File: config.mk
export PLATFORM = sky130hd
export DESIGN_NAME = hs_reg_slice
export DESIGN_NICKNAME = d
export VERILOG_FILES = /design/src/rtl/hs_reg_slice.sv
export SDC_FILE = /design/constraint.sdc
export NUM_CORES = 1
export LEC_CHECK = 0
export BUFFER_PORTS_ARGS = -buffer_cell sky130_fd_sc_hd__buf_2
export CORE_MARGIN = 1.5
export CORE_UTILIZATION = 47
export DETAILED_ROUTE_END_ITERATION = 6
export PLACE_DENSITY = 0.74
export SYNTH_ARGS = -nofsm -noshare
export SYNTH_HDL_FRONTEND = slang
export SYNTH_SLANG_ARGS = --single-unit
File: constraint.sdc
create_clock -name clk -period 1.7 [get_ports clk]
set_clock_uncertainty 0.1 [all_clocks]
set_input_delay 0.085 -clock clk [delete_from_list [all_inputs] [get_ports clk]]
set_output_delay 0.085 -clock clk [all_outputs]
set_load 0.005 [all_outputs]
File: src/rtl/hs_reg_slice.sv
// hs_reg_slice: valid/ready register slice with selectable register mode.
//
// Cuts timing paths between a stream source and destination on a single clock.
// MODE selects the register structure:
//   0 = bypass  : pure wires, no state
//   1 = forward : dst_valid/dst_data registered, src_ready combinational
//   2 = backward: src_ready registered, one-entry skid buffer
//   3 = full    : two-entry buffer, src_ready and dst_valid both registered
//
// Ports:
//   clk        rising-edge clock
//   s_rst      synchronous active-high reset
//   flush      synchronous discard of all stored entries (MODE 1-3)
//   src_valid  source offers src_data
//   src_data   source payload [WIDTH]
//   src_ready  slice accepts this cycle
//   dst_valid  slice offers dst_data
//   dst_data   output payload [WIDTH]
//   dst_ready  destination accepts
//   occupancy  stored entries, 0..2
//   xfer_cnt   destination handshake count, wraps modulo 2^CNT_W

module hs_reg_slice #(
   parameter int unsigned WIDTH = 8,
   parameter int unsigned MODE  = 3,
   parameter int unsigned CNT_W = 16
) (
   input  logic             clk,
   input  logic             s_rst,
   input  logic             flush,
   input  logic             src_valid,
   input  logic [WIDTH-1:0] src_data,
   output logic             src_ready,
   output logic             dst_valid,
   output logic [WIDTH-1:0] dst_data,
   input  logic             dst_ready,
   output logic [1:0]       occupancy,
   output logic [CNT_W-1:0] xfer_cnt
);

   // ---------------------------------------------------------------------------
   // Transfer counter, common to every mode
   // ---------------------------------------------------------------------------
   logic             dst_xfer;
   logic [CNT_W-1:0] cnt_d;
   logic [CNT_W-1:0] cnt_q;

   assign dst_xfer = dst_valid & dst_ready;

   always_comb begin
      cnt_d = cnt_q;
      if (dst_xfer) begin
         cnt_d = cnt_q + CNT_W'(1);
      end
   end

   always_ff @(posedge clk) begin
      if (s_rst) begin
         cnt_q <= '0;
      end else begin
         cnt_q <= cnt_d;
      end
   end

   assign xfer_cnt = cnt_q;

   // ---------------------------------------------------------------------------
   // Mode-specific datapath
   // ---------------------------------------------------------------------------
   if (MODE == 0) begin : g_bypass

      // Bypass has nothing to discard.
      logic unused_flush;
      assign unused_flush = flush;

      assign dst_valid = src_valid;
      assign dst_data  = src_data;
      assign src_ready = dst_ready;
      assign occupancy = 2'd0;

   end else if (MODE == 1) begin : g_fwd

      logic             vld_d;
      logic             vld_q;
      logic [WIDTH-1:0] data_d;
      logic [WIDTH-1:0] data_q;
      logic             load;

      always_comb begin
         // Ready whenever the output register is empty or being drained.
         src_ready = ~s_rst & (~vld_q | dst_ready);
         load      = src_valid & src_ready;
         vld_d     = vld_q;
         data_d    = data_q;
         if (flush) begin
            vld_d = 1'b0;
         end else if (load) begin
            vld_d  = 1'b1;
            data_d = src_data;
         end else if (dst_ready) begin
            vld_d = 1'b0;
         end
      end

      always_ff @(posedge clk) begin
         if (s_rst) begin
            vld_q  <= 1'b0;
            data_q <= '0;
         end else begin
            vld_q  <= vld_d;
            data_q <= data_d;
         end
      end

      assign dst_valid = vld_q;
      assign dst_data  = data_q;
      assign occupancy = {1'b0, vld_q};

   end else if (MODE == 2) begin : g_skid

      logic             full_d;
      logic             full_q;
      logic             rdy_d;
      logic             rdy_q;
      logic [WIDTH-1:0] skid_d;
      logic [WIDTH-1:0] skid_q;

      always_comb begin
         // rdy_q mirrors !full_q; the reset gate keeps the port low during reset.
         src_ready = rdy_q & ~s_rst;
         dst_valid = full_q | (src_valid & src_ready);
         dst_data  = full_q ? skid_q : src_data;
         full_d    = full_q;
         skid_d    = skid_q;
         if (flush) begin
            full_d = 1'b0;
         end else if (full_q) begin
            if (dst_ready) begin
               full_d = 1'b0;
            end
         end else if (src_valid & src_ready & ~dst_ready) begin
            // Beat accepted but not taken downstream: park it in the skid.
            full_d = 1'b1;
            skid_d = src_data;
         end
         rdy_d = ~full_d;
      end

      always_ff @(posedge clk) begin
         if (s_rst) begin
            full_q <= 1'b0;
            rdy_q  <= 1'b1;
            skid_q <= '0;
         end else begin
            full_q <= full_d;
            rdy_q  <= rdy_d;
            skid_q <= skid_d;
         end
      end

      assign occupancy = {1'b0, full_q};

   end else begin : g_full

      logic [WIDTH-1:0] mem_d [2];
      logic [WIDTH-1:0] mem_q [2];
      logic             wr_ptr_d;
      logic             wr_ptr_q;
      logic             rd_ptr_d;
      logic             rd_ptr_q;
      logic [1:0]       fill_d;
      logic [1:0]       fill_q;
      logic             rdy_d;
      logic             rdy_q;
      logic             vld_d;
      logic             vld_q;
      logic             push;
      logic             pop;

      always_comb begin
         src_ready = rdy_q & ~s_rst;
         push      = src_valid & src_ready;
         pop       = vld_q & dst_ready;
         mem_d     = mem_q;
         wr_ptr_d  = wr_ptr_q;
         rd_ptr_d  = rd_ptr_q;
         fill_d    = fill_q;
         if (flush) begin
            wr_ptr_d = 1'b0;
            rd_ptr_d = 1'b0;
            fill_d   = 2'd0;
         end else begin
            if (push) begin
               mem_d[wr_ptr_q] = src_data;
               wr_ptr_d        = ~wr_ptr_q;
            end
            if (pop) begin
               rd_ptr_d = ~rd_ptr_q;
            end
            // Simultaneous push and pop leave the fill level unchanged.
            case ({push, pop})
               2'b10:   fill_d = fill_q + 2'd1;
               2'b01:   fill_d = fill_q - 2'd1;
               default: fill_d = fill_q;
            endcase
         end
         // Both handshake flags are registered from the next fill level.
         rdy_d = (fill_d != 2'd2);
         vld_d = (fill_d != 2'd0);
      end

      always_ff @(posedge clk) begin
         if (s_rst) begin
            mem_q[0] <= '0;
            mem_q[1] <= '0;
            wr_ptr_q <= 1'b0;
            rd_ptr_q <= 1'b0;
            fill_q   <= 2'd0;
            rdy_q    <= 1'b1;
            vld_q    <= 1'b0;
         end else begin
            mem_q[0] <= mem_d[0];
            mem_q[1] <= mem_d[1];
            wr_ptr_q <= wr_ptr_d;
            rd_ptr_q <= rd_ptr_d;
            fill_q   <= fill_d;
            rdy_q    <= rdy_d;
            vld_q    <= vld_d;
         end
      end

      assign dst_valid = vld_q;
      assign dst_data  = mem_q[rd_ptr_q];
      assign occupancy = fill_q;

   end

endmodule

==> flow_summary.json <==
{
  "status": "finished, final reports clean",
  "dr.pass1.iters": 4,
  "worst_slack_ns": 0.0801,
  "cap_viol_max_count": 0,
  "p_per_area_nw_per_um2": 731,
  "stdcell_count": 284,
  "path_cells": "dlygate4sd3_1 > buf_2 > nand3b_1 > ha_4 > nor2b_2 > a22oi_1 > or2_2",
  "yosys-top-cells-count": "dfxtp_1 (38), nor2_1 (33), mux2i_1 (17)",
  "io_buffers": 40,
  "antenna_cells": 0,
  "met2_usage": 0.307,
  "worst_setup_path_end_kind": "flop",
  "synthesis.area_um2": 1720,
  "die_x_um": 63.5,
  "grt_use_total": 0.187,
  "final_nets": 252,
  "antenna_found_initial": 0,
  "use_met1": 0.229,
  "fin_crit_sh": 0.953,
  "synth_ff_type": "dfxtp_1",
  "grt.busiest_layer": "met2",
  "drtIter0Drc": 33,
  "crit_type": "primary input to flop",
  "ff2ff_path_depth": 4,
  "setup_viol": 0,
  "cts_tree": "built",
  "clock_latency_ns": 0.35,
  "syn_to_final_growth_pct": 30.7,
  "cts.clk_slew.worst_paths_ns": 0.11,
  "ios": 41,
  "routed_wl_um": 3420,
  "layout-drive-gt1-share": 0.361,
  "crit_buf_inv": 2,
  "drtAntennaViolNets": 0,
  "dp_hpwl_um": 2350,
  "max_slew_margin": 0.749,
  "rrSetupSlack_ns": 0.08,
  "regToRegStartpoint": "xfer_cnt[7]$_SDFFE_PP0P_",
  "max_freq_mhz": 617,
  "start_util": 0.504,
  "drcViolationCount": 0,
  "cts_buffers": 5,
  "via_count": 1379,
  "max_stage_delay_ns": 0.51,
  "cp_max_fo": 4,
  "finalHoldViolations": 0,
  "clock_path_buffers": 2,
  "r2r-end": "xfer_cnt[15]$_SDFFE_PP0P_",
  "grt_max_degree": 39,
  "setup.worst_path.start": "src_valid",
  "die_y_um": 63.5,
  "yosysTopAreaCell": "dfxtp_1",
  "synth_seq_cells": 38,
  "syn_area_per_cell_um2": 9.84,
  "core-area_um2": 3420,
  "start_kind": "primary input",
  "dieArea_um2": 4040,
  "cp_top_family": "buffers and inverters",
  "via_per_inst": 4.86,
  "min_period_ns": 1.62,
  "stdcell_area_um2": 2250,
  "synth_edf_count": 0,
  "clock-root-buffer": "clkbuf_4",
  "clock-sinks": 38,
  "yosysSeqAreaShare": 0.442,
  "yosys.area.top_type_share": 0.442,
  "synth_warnings": 0,
  "endpoint": "g_full.rdy_q$_SDFF_PP1_",
  "finalSetupTns_ns": 0,
  "placementRows": 21,
  "crit_slowest_cell": "dlygate4sd3_1",
  "power_leakage_nw": 1.04,
  "synthMostInstantiatedCell": "dfxtp_1",
  "async_flop_share": 0,
  "routedWlPerCell_um": 12.0,
  "maxSlewViolCount": 0,
  "grt_pass1_vias": 1382,
  "grt_pass1_wl_um": 5930,
  "pre_cts_slack_ns": 0.0314,
  "synth_fp_nets": 190,
  "grt_overflow": 0,
  "dpl_cell_area_um2": 2030,
  "place_congestion": 0.779,
  "fin_total_pwr_mw": 1.64,
  "min_path_type": "primary input to flop",
  "crit_cells": 7,
  "ctsHtreeMaxLevel": 2,
  "grtUsageMet3": 0.0607,
  "place_inst": 265,
  "hold_ws_ns": 0.140,
  "tightest_slew_ns": 0.372,
  "fin_util": 0.659,
  "synthTopCellsByArea": "dfxtp_1 (44%), mux2i_1 (9.9%), nor2_1 (7.2%)",
  "peakVddDrop_mv": 0.863,
  "required_ns": 1.84,
  "cp_data_arrival_time_ns": 1.76,
  "synth.distinct_cells": 37,
  "synthCells": 175
}
==> layout by cell type (no fill, tap or decap), drive strengths merged <==
master / Yosys / routed
and2: 1 / 1
or2: 2 / 2
and2b: 1 / 1
clkinv: 0 / 2
a211oi: 1 / 1
mux2i: 17 / 17
nor2: 33 / 33
nand2: 3 / 3
clkbuf: 7 / 5
nor3: 6 / 6
nor4: 4 / 4
ha: 2 / 2
nor2b: 5 / 5
or3b: 1 / 1
or3: 2 / 2
nand3: 6 / 6
dfxtp: 38 / 38
a22oi: 1 / 1
xnor2: 12 / 12
bufinv: 0 / 1
and3: 1 / 1
dlygate4sd3: 0 / 10
a31o: 2 / 2
a21o: 1 / 1
nand2b: 2 / 2
a21oi: 5 / 5
nand4: 2 / 2
mux2: 10 / 10
buf: 1 / 53
o21ai: 2 / 2
inv: 5 / 5
nand3b: 1 / 1
xor2: 1 / 1
==> state kept, by name, summed over array words and instances (netlist names) <==
register,flops
g_full.rd_ptr_q,1
g_full.mem_q,16
xfer_cnt,16
g_full.wr_ptr_q,1
dst_valid,1
g_full.rdy_q,1
occupancy,2
==> area by class of cell <==
cell class                      instances  area [um2]
Tap cell                               46        57.6
Multi-Input combinational cell        124         936
Clock inverter                          3        40.0
Inverter                                5        18.8
Fill cell                             303        1160
Sequential cell                        38         763
Clock buffer                            5        37.5
Timing Repair Buffer                   63         398
==> how the worst min path moves through the flow <==
stage                start                            end  slack, ns  cells after the start
2_1_floorplan  src_data[0]   g_full.mem_q[0]$_SDFFE_PP0P_       0.13                      2
3_3_place_gp   src_data[0]   g_full.mem_q[0]$_SDFFE_PP0P_       0.24                      3
3_5_place_dp   src_data[0]   g_full.mem_q[8]$_SDFFE_PP0P_       0.24                      3
4_1_cts          dst_ready      xfer_cnt[11]$_SDFFE_PP0P_       0.11                      5
5_1_grt              s_rst   g_full.mem_q[8]$_SDFFE_PP0P_       0.14                      3
6_report             s_rst  g_full.mem_q[15]$_SDFFE_PP0P_       0.14                      3
==> logic make-up (layout without fill, tap and decap cells) <==
group	Yosys count	in the layout	share of synthesized area
flops	38	38	0.442
buf+inv	13	76	0.0349
mux	27	27	0.164
fa+ha+maj	2	2	0.0145
xor+xnor	13	13	0.0661
simple gates	70	70	0.235
compound gates	12	12	0.0436
==> timing repair <==
action | 4_1_cts | 5_1_grt
pin swaps | 0 | 2
cloned | 0 | 0
gates resized for setup | 1 | 6
hold buffers | 10 | 0
endpoints found under the hold margin | 18 | 0
setup endpoints to repair | 1 | 13
setup buffers | 0 | 1
==> routing by layer <==
metal	share of wire	wire length [um]
met1	0.48	1650
met2	0.45	1540
met3	0.052	177
met4	0.015	51
met5	0	0
==> where the power goes <==
part	internal (mW)	leakage [nW]	switching (mW)
combinational	0.0707	0.684	0.0601
clock	0.305	0.0450	0.297
sequential	0.903	0.307	0.0101
total	1.28	1.04	0.367
==> worst reg2reg max path, stage by stage (launching register included) <==
cell and delay (ns):
dfxtp_1 0.44, nand4_4 0.19, nor4_4 0.33, nand3_1 0.15
mux2_1 0.32
Note: power is estimated with default switching activity, not from simulation.
